[config.mk]
export PLATFORM = sky130hd
export DESIGN_NAME = switch_cmd_queue
export DESIGN_NICKNAME = d
export VERILOG_FILES = /design/src/rtl/switch_cmd_queue.sv
export SDC_FILE = /design/constraint.sdc
export NUM_CORES = 1
export LEC_CHECK = 0
export ABC_AREA = 0
export CORE_UTILIZATION = 50
export CTS_CLUSTER_DIAMETER = 80
export CTS_CLUSTER_SIZE = 16
export DETAILED_ROUTE_END_ITERATION = 12
export PLACE_DENSITY = 0.76
export SYNTH_ARGS = -nofsm -noshare
export SYNTH_HDL_FRONTEND = slang
export SYNTH_SLANG_ARGS = --single-unit
[constraint.sdc]
create_clock -name clk -period 3.9 [get_ports clk]
set_input_delay 0.78 -clock clk [delete_from_list [all_inputs] [get_ports clk]]
set_output_delay 0.78 -clock clk [all_outputs]
set_load 0.005 [all_outputs]
[src/rtl/switch_cmd_queue.sv]
// Command FIFO and pulse sequencer in front of the dual-switch controller.
// Optional watchdog on the controller handshake: define SWQ_TIMEOUT_EN.
module switch_cmd_queue #(
    parameter int DEPTH   = 16,
    parameter int AW      = 4,
    parameter int TIMEOUT = 255
) (
    input  logic          clk,
    input  logic          rst_n,
    input  logic          cmd_valid,
    output logic          cmd_ready,
    input  logic [8:0]    cmd_data,
    input  logic          clr_req,
    output logic          sw_set,
    output logic          sw_reset,
    output logic [7:0]    address,
    output logic          onoff,
    input  logic          sw_ready,
    output logic          busy,
    output logic [AW:0]   level,
    output logic [15:0]   done_cnt,
    output logic          fault
);

    if (DEPTH < 2 || DEPTH != (1 << AW) || TIMEOUT < 1) begin : g_param_check
        $error("switch_cmd_queue: DEPTH must be 2**AW and >= 2, TIMEOUT >= 1");
    end

    typedef enum logic [2:0] {
        RST_PULSE,
        IDLE,
        SET_PULSE,
        WAIT_LOW,
        WAIT_HIGH
    } state_t;

    localparam logic [AW:0] FULL_LVL = (AW + 1)'(DEPTH);

    state_t        state;
    state_t        state_next;
    logic [8:0]    mem [DEPTH];
    logic [AW-1:0] wr_ptr;
    logic [AW-1:0] rd_ptr;
    logic [AW:0]   count;
    logic          fifo_empty;
    logic          fifo_full;
    logic          wr_en;
    logic          rd_en;
    logic          last_set;
    logic          set_nxt;
    logic          reset_nxt;
    logic          tmo_hit;

    assign fifo_empty = (count == '0);
    assign fifo_full  = (count == FULL_LVL);
    assign wr_en      = cmd_valid && !fifo_full && !clr_req;
    assign rd_en      = (state == IDLE) && (state_next == SET_PULSE);

    // ---- FIFO storage and pointers
    always_ff @(posedge clk) begin
        if (wr_en) begin
            mem[wr_ptr] <= cmd_data;
        end
    end

    always_ff @(posedge clk or negedge rst_n) begin
        if (!rst_n) begin
            wr_ptr <= '0;
            rd_ptr <= '0;
            count  <= '0;
        end else if (clr_req) begin
            wr_ptr <= '0;
            rd_ptr <= '0;
            count  <= '0;
        end else begin
            if (wr_en) wr_ptr <= wr_ptr + 1'b1;
            if (rd_en) rd_ptr <= rd_ptr + 1'b1;
            case ({wr_en, rd_en})
                2'b10:   count <= count + 1'b1;
                2'b01:   count <= count - 1'b1;
                default: count <= count;
            endcase
        end
    end

`ifdef SWQ_TIMEOUT_EN
    localparam int TW = $clog2(TIMEOUT + 1);
    logic [TW-1:0] tmo_cnt;

    // Counter restarts on every state entry so each wait phase gets its own budget.
    always_ff @(posedge clk or negedge rst_n) begin
        if (!rst_n) begin
            tmo_cnt <= '0;
        end else if ((state == WAIT_LOW || state == WAIT_HIGH) && state_next == state) begin
            tmo_cnt <= tmo_cnt + 1'b1;
        end else begin
            tmo_cnt <= '0;
        end
    end

    assign tmo_hit = (state == WAIT_LOW || state == WAIT_HIGH) &&
                     (tmo_cnt == TW'(TIMEOUT - 1));

    always_ff @(posedge clk or negedge rst_n) begin
        if (!rst_n) begin
            fault <= 1'b0;
        end else if (clr_req) begin
            fault <= 1'b0;
        end else if (tmo_hit) begin
            fault <= 1'b1;
        end
    end
`else
    assign tmo_hit = 1'b0;
    assign fault   = 1'b0;
`endif

    // ---- FSM: state register
    always_ff @(posedge clk or negedge rst_n) begin
        if (!rst_n) begin
            state <= RST_PULSE;
        end else begin
            state <= state_next;
        end
    end

    // ---- FSM: next state
    always_comb begin
        state_next = state;
        if (clr_req) begin
            state_next = RST_PULSE;
        end else begin
            case (state)
                RST_PULSE: state_next = WAIT_LOW;
                IDLE:      if (!fifo_empty && sw_ready) state_next = SET_PULSE;
                SET_PULSE: state_next = WAIT_LOW;
                WAIT_LOW:  if (tmo_hit) state_next = RST_PULSE;
                           else if (!sw_ready) state_next = WAIT_HIGH;
                WAIT_HIGH: if (tmo_hit) state_next = RST_PULSE;
                           else if (sw_ready) state_next = IDLE;
                default:   state_next = RST_PULSE;
            endcase
        end
    end

    // ---- FSM: outputs
    always_comb begin
        set_nxt   = (state == SET_PULSE) && (state_next == WAIT_LOW);
        reset_nxt = (state == RST_PULSE) && (state_next == WAIT_LOW);
        busy      = (state != IDLE) || !fifo_empty;
        cmd_ready = !fifo_full;
        level     = count;
    end

    // Pulses are registered so they are glitch-free and low while rst_n is asserted;
    // a pulse is only launched when the pulse state actually advances to WAIT_LOW.
    always_ff @(posedge clk or negedge rst_n) begin
        if (!rst_n) begin
            sw_set   <= 1'b0;
            sw_reset <= 1'b0;
            last_set <= 1'b0;
            address  <= '0;
            onoff    <= 1'b0;
            done_cnt <= '0;
        end else begin
            sw_set   <= set_nxt;
            sw_reset <= reset_nxt;
            if (set_nxt) begin
                last_set <= 1'b1;
            end else if (reset_nxt) begin
                last_set <= 1'b0;
            end
            if (rd_en) begin
                {onoff, address} <= mem[rd_ptr];
            end
            if (state == WAIT_HIGH && state_next == IDLE && last_set) begin
                done_cnt <= done_cnt + 16'd1;
            end
        end
    end

endmodule

Word-level counts from Yosys, hierarchy flattened
Memories as Yosys holds them, arrays and structs flattened. A register that Yosys moved wholly into a read port is not among the register bits.
Cells that the tools add are included.
{"block": "totals", "ramBits": 144, "ff_bits": 35, "wordCells": 60, "memories": 1}
{"memory": "mem", "words": 16, "width": 9, "read_ports": 1, "rd_ports_with_merged_regs": 1, "write_ports": 1, "line_no": "41", "text": "logic [8:0] mem [DEPTH];"}
{"block": "classes", "addsub": 5, "eq_ne": 11, "mux": 15, "reduce_logical": 20}
{"op": "$add A16 B1 Y16 const B", "count": 1}
{"op": "$mux W4", "count": 4}
{"op": "$eq A3 B2 Y1 const B", "count": 4}
{"op": "$mux W3", "count": 4}
{"op": "$pmux W3 S4", "count": 1}
{"op": "$pmux W5 S2", "count": 1}
{"op": "$add A4 B1 Y4 const B", "count": 2}
{"op": "$logic_and A1 B1 Y1", "count": 8}
{"op": "$eq A3 B1 Y1 const B", "count": 2}
{"op": "$reduce_bool A2 Y1", "count": 3}
{"op": "$add A5 B1 Y5 const B", "count": 1}
{"op": "$eq A5 B5 Y1 const B", "count": 1}
{"op": "$logic_not A5 Y1", "count": 1}
{"op": "$mux W5", "count": 1}
{"op": "$sub A5 B1 Y5 const B", "count": 1}
{"op": "$logic_not A1 Y1", "count": 4}
{"op": "$mux W1", "count": 4}
{"op": "$eq A3 B3 Y1 const B", "count": 1}
{"op": "$logic_not A3 Y1", "count": 1}
{"op": "$ne A3 B1 Y1 const B", "count": 1}
{"op": "$reduce_bool A3 Y1", "count": 1}
{"op": "$eq A2 B1 Y1 const B", "count": 1}
{"op": "$eq A2 B2 Y1 const B", "count": 1}
{"op": "$reduce_or A2 Y1", "count": 1}
{"op": "$logic_or A1 B1 Y1", "count": 1}

Longest topological paths before layout
{"block": "depth", "ltp_word": 11, "ltp_mapped": 13, "mapped_depth_nobuf": 10}

Least setup slack after synthesis
OpenSTA, ideal clock, no wires.
{"block": "synth_path", "kind": "reg2reg", "start": "register count[1], in the netlist level[1]", "end": "register count[4], in the netlist level[4]", "stages_incl_launch_ff": 13, "synth_period_minus_slack_ns": 2.941, "t_arrival_ns": 2.866, "path_slack_ns": 0.959, "path_cell_list": "dfrtp_1 -> or4_4 -> o2111a_1 -> buf_6 -> clkbuf_1 -> nand2_1 -> inv_1 -> ha_1 -> nor2b_1 -> o21ai_0 -> a211o_1 -> a21o_1 -> a21oi_2"}
{"block": "synth_via", "elab_chain_cells": 11, "elab_cells_between_ends": 19}
{"element": "from (decl)", "line_no": "44", "text": "logic [AW:0] count;"}
{"element": "from (signal assigned)", "line_no": "79", "text": "2'b10: count <= count + 1'b1;"}
{"element": "from (signal assigned)", "line_no": "80", "text": "2'b01: count <= count - 1'b1;"}
{"element": "from (signal assigned)", "line_no": "81", "text": "default: count <= count;"}
{"element": "$logic_not A5 Y1", "line_no": "54", "text": "assign fifo_empty = (count == '0);"}
{"element": "$logic_not A1 Y1", "line_no": "135", "text": "IDLE: if (!fifo_empty && sw_ready) state_next = SET_PULSE;"}
{"element": "$logic_and A1 B1 Y1", "line_no": "135"}
{"element": "$mux W3", "line_no": "135"}
{"element": "$pmux W3 S4", "line_no": "133", "text": "case (state)"}
{"element": "$mux W3", "line_no": "130", "text": "if (clr_req) begin"}
{"element": "$eq A3 B2 Y1", "line_no": "57", "text": "assign rd_en = (state == IDLE) && (state_next == SET_PULSE);"}
{"element": "$logic_and A1 B1 Y1", "line_no": "57"}
{"element": "$eq A2 B1 Y1 or $eq A2 B2 Y1 (tied branches)", "line_no": "78", "text": "case ({wr_en, rd_en})"}
{"element": "$pmux W5 S2", "line_no": "78"}
{"element": "$mux W5", "line_no": "71", "text": "end else if (clr_req) begin"}
Parallel ways exist; a longest one is shown, timed or not.
A chain may end at the register's enable or synchronous reset.

Worst setup path after layout
Same ends and word-level chain as after synthesis.

==> impl_metrics.py <==
metrics = {
    "worst_setup_path": {
        "worst_path_dominant_cell_family": "compound AO/OA/AOI/OAI gates",
        "crit_path_end_kind": "flip-flop",
        "timing.critical_path.slowest_stage_cell": "sky130_fd_sc_hd__or4_4",
        "timing.critical_path.buf_inv": 0,
        "start_kind": "flip-flop",
        "crit_path_cell_trace": "or4_4, o21ai_4, nand2_1, fa_1, nor2b_1, o21ai_0, a211o_1, a21o_1, a21oi_2",
        "cp_data_required_time_ns": 4.25,
        "critical-path-max-stage-delay_ns": 0.60,
        "crit_fanout": 8,
        "crit_arrival_ns": 3.22,
        "worstSetupPathType": "reg2reg",
    },
    "pwr": {
        "max-vdd-ir-drop_uv": 438.1,
        "power.density_nw_per_um2": 505.6,
        "p_leak_nw": 3.078,
    },
    "timing": {
        "setup_total_negative_slack_ns": 0,
        "finalWorstSetupSlack_ns": 1.028,
        "hold_viol": 0,
        "peak_freq_mhz": 348.2,
        "grt_setup_unrepaired": "false",
        "setup_viol_count_final": 0,
        "max-slew-margin-rel_pct": 31.72,
        "final_max_slew_viol_count": 0,
        "time_the_worst_path_needs_with_i_o_delays_and_setup_ns": 2.872,
        "slew_at_the_pin_with_the_worst_max_slew_slack_ns": 1.024,
        "finClkSkew_ns": 0.007898,
        "timing.hold.ws_ns": 0.4868,
        "min_period_over_period_pct": 73.65,
    },
    "yosys": {
        "postSynthCellCount": 447,
        "yosysTopAreaCell": "sky130_fd_sc_hd__edfxtp_1",
        "postSynth.topFlopCell": "sky130_fd_sc_hd__edfxtp_1",
        "ys_warn_count": 0,
        "post_synth.cell_area_avg_um2": 17.28,
        "postSynthNetCount": 471,
        "async_flop_share_pct": 23.40,
        "synth.cell_area_um2": 7722,
        "seq_cells_post_synth": 188,
        "netlist_top_cells_area": "sky130_fd_sc_hd__edfxtp_1 (56%), sky130_fd_sc_hd__dfrtp_1 (14%), sky130_fd_sc_hd__mux4_2 (10%), sky130_fd_sc_hd__xor2_1 (1.7%), sky130_fd_sc_hd__ha_1 (1.5%)",
        "synth_enable_flop_cells": 144,
        "synth_cell_types": 48,
        "synth-seq-area-share_pct": 70.25,
        "synth_top_area_share_pct": 55.99,
    },
    "grt": {
        "grt_overflow_total": 0,
        "first_global_vias": 4221,
        "grt_start_max_net_pins": 45,
        "global_route_wire_length_before_repair_mm": 22.77,
        "number_of_antenna_violations_at_the_first_check_in_global_routing": 0,
        "global_route.usage.total_pct": 19.44,
    },
    "min_path": {
        "holdCritPathClass": "reg2reg",
    },
    "clock_network": {
        "cts_resized": 0,
        "cts_setup_buffers": 0,
        "cts_hold_buffers": 0,
        "clock_tree.buffer_depth": 2,
        "sinks_on_the_clock_net": 188,
        "worstSkewPairLatency_ns": 0.42,
        "cts_tree": "built",
        "clock_edge_transition_at_the_registers_on_the_reported_setup_and_hold_paths_ns": 0.07,
        "cts_root_buffer": "sky130_fd_sc_hd__clkbuf_16",
        "htree_levels": 4,
        "tritoncts.num_buffers": 17,
    },
    "drt": {
        "drt_pre_antenna_iters": 5,
        "ant_nets": 0,
        "route.detailed.drc": 0,
        "vias": 4023,
        "drt-initial-drc-count": 285,
        "post_drt_via_cell_ratio": 5.739,
        "drt-wirelength-per-cell_um": 20.27,
        "drt_wl_total_mm": 14.21,
    },
    "die": {
        "die_w_um": 126.3,
        "die-area_um2": 15950,
        "design.core.area_um2": 15150,
        "start_util_pct": 50.99,
        "design.portCount": 49,
        "dieHeight_um": 126.3,
        "placement_rows": 45,
    },
    "place": {
        "dpl_ws_ns": 0.8723,
        "buffer_ports.inserted": 47,
        "globalplace.congestion": 0.8060,
        "hpwl_mm": 9.248,
    },
    "run": {
        "drv.max_cap_violation_count": 0,
    },
    "cells_and_area": {
        "fillerInstances": 1077,
        "synthToLayoutAreaGrowth_pct": 16.72,
        "finish.net_count": 524,
        "antennaDiodeCount": 0,
        "final_layout_size_suffix_gt1_share_pct": 18.71,
    },
    "run_status": {
        "outcome": "finished, final reports clean",
    },
}
==> final cells by class <==
type / instances / area, µm² / share of cell area [%]
flip-flops and latches: 188 / 5426 / 60.20
multi-input cells: 221 / 2128 / 23.61
repair buffers: 55 / 525.5 / 5.830
clock buffers: 18 / 429.2 / 4.761
well taps: 188 / 235.2 / 2.610
clock inverters: 14 / 205.2 / 2.277
inverters: 17 / 63.81 / 0.7079
==> per-layer routing <==
layer / vias to the layer above / wire length, µm / global-route usage [%] / part of all wire (%)
met4: 0 / 180 / 6.662 / 1.3
met2: 111 / 7479 / 32.79 / 53
li1: 1833 / - / - / -
met5: - / 0 / 0 / 0
met3: 17 / 624 / 4.248 / 4.4
met1: 2062 / 5923 / 25.09 / 42
==> report_power, final <==
part	leakage (nW)	internal, mW	switching (mW)	total [mW]
clock	0.307	1.09	0.743	1.83
combinational	0.932	0.218	0.185	0.403
sequential	1.84	2.24	0.0774	2.32
==> placed cells by master, fill, tap and decap left out, drive strengths merged, types with 3 or more instances in the layout <==
master / synthesis / routed
and2: 14 / 14
a21oi: 13 / 13
buf: 13 / 9
edfxtp: 144 / 144
nand2b: 3 / 3
clkdlybuf4s50: 0 / 46
nand3: 4 / 4
inv: 17 / 23
nor3: 7 / 7
dfrtp: 44 / 44
mux2: 10 / 10
nand2: 13 / 13
xnor2: 9 / 9
clkbuf: 8 / 18
and3: 3 / 3
ha: 9 / 9
o21ai: 4 / 4
o22ai: 18 / 18
mux4: 36 / 36
xor2: 15 / 15
mux2i: 3 / 3
nor4: 8 / 8
bufinv: 0 / 4
a211oi: 3 / 3
nor2: 22 / 22
nand4: 5 / 5
==> path summary, 6_finish.rpt <==
check	cells after the start	to	slack [ns]	from
hold reg to reg	1	done_cnt[10]	0.49	done_cnt[10]
max in group asynchronous	1	rd_ptr[1]	2.66	rst_n
min in group asynchronous	1	done_cnt[5]	0.54	rst_n
hold / removal	1	done_cnt[10]	0.49	done_cnt[10]
setup reg to reg	9	level[4]	1.03	level[1]
setup / recovery	9	level[4]	1.03	level[1]
==> cell usage after synthesis, types with 2 or more instances <==
| cell type | number |
|---|---|
| sky130_fd_sc_hd__edfxtp_1 | 144 |
| sky130_fd_sc_hd__dfrtp_1 | 44 |
| sky130_fd_sc_hd__mux4_2 | 36 |
| sky130_fd_sc_hd__nor2_1 | 22 |
| sky130_fd_sc_hd__o22ai_1 | 18 |
| sky130_fd_sc_hd__inv_1 | 17 |
| sky130_fd_sc_hd__xor2_1 | 15 |
| sky130_fd_sc_hd__and2_1 | 14 |
| sky130_fd_sc_hd__nand2_1 | 13 |
| sky130_fd_sc_hd__a21oi_1 | 12 |
| sky130_fd_sc_hd__mux2_2 | 10 |
| sky130_fd_sc_hd__ha_1 | 9 |
| sky130_fd_sc_hd__clkbuf_1 | 8 |
| sky130_fd_sc_hd__xnor2_1 | 8 |
| sky130_fd_sc_hd__nor3_1 | 7 |
| sky130_fd_sc_hd__nor4_1 | 7 |
| sky130_fd_sc_hd__buf_2 | 6 |
| sky130_fd_sc_hd__nand4_1 | 5 |
| sky130_fd_sc_hd__buf_1 | 4 |
| sky130_fd_sc_hd__nand3_1 | 4 |
| sky130_fd_sc_hd__a211oi_1 | 3 |
| sky130_fd_sc_hd__and3_1 | 3 |
| sky130_fd_sc_hd__mux2i_1 | 3 |
| sky130_fd_sc_hd__nand2b_1 | 3 |
| sky130_fd_sc_hd__a21boi_0 | 2 |
| sky130_fd_sc_hd__a21o_1 | 2 |
| sky130_fd_sc_hd__buf_6 | 2 |
| sky130_fd_sc_hd__nor2b_1 | 2 |
| sky130_fd_sc_hd__nor4b_1 | 2 |
| sky130_fd_sc_hd__o21ai_0 | 2 |
| sky130_fd_sc_hd__o31ai_1 | 2 |
| sky130_fd_sc_hd__or2_2 | 2 |
==> registers in the layout, indices dropped and copies added (netlist names) <==
register and flops:
address 8, done_cnt 16, last_set 1, level 5, mem 144, onoff 1, rd_ptr 4, state 3
sw_reset 1, sw_set 1, wr_ptr 4
==> cells by family after synthesis <==
logic type	Yosys count	synth area share (%)
flip-flops	188	70.25
buffers and inverters	38	2.187
XOR/XNOR	24	2.965
adder cells (fa/ha/maj)	10	1.717
AO/OA/AOI/OAI	47	4.034
other	1	0.04856
AND/OR/NAND/NOR	90	6.449
multiplexers	49	12.35
==> through the flow <==
step                instances  total power, mW  utilization, %  area [µm²]
floorplan                 447            2.529               -        7722
global placement          669            2.746           55.32        8379
detailed placement        669            2.763           55.32        8379
CTS                       701            4.580           59.51        9014
global route              701            4.690           59.51        9014
finish                    701            4.558           59.51        9014
(Power assumes the default switching activity.)
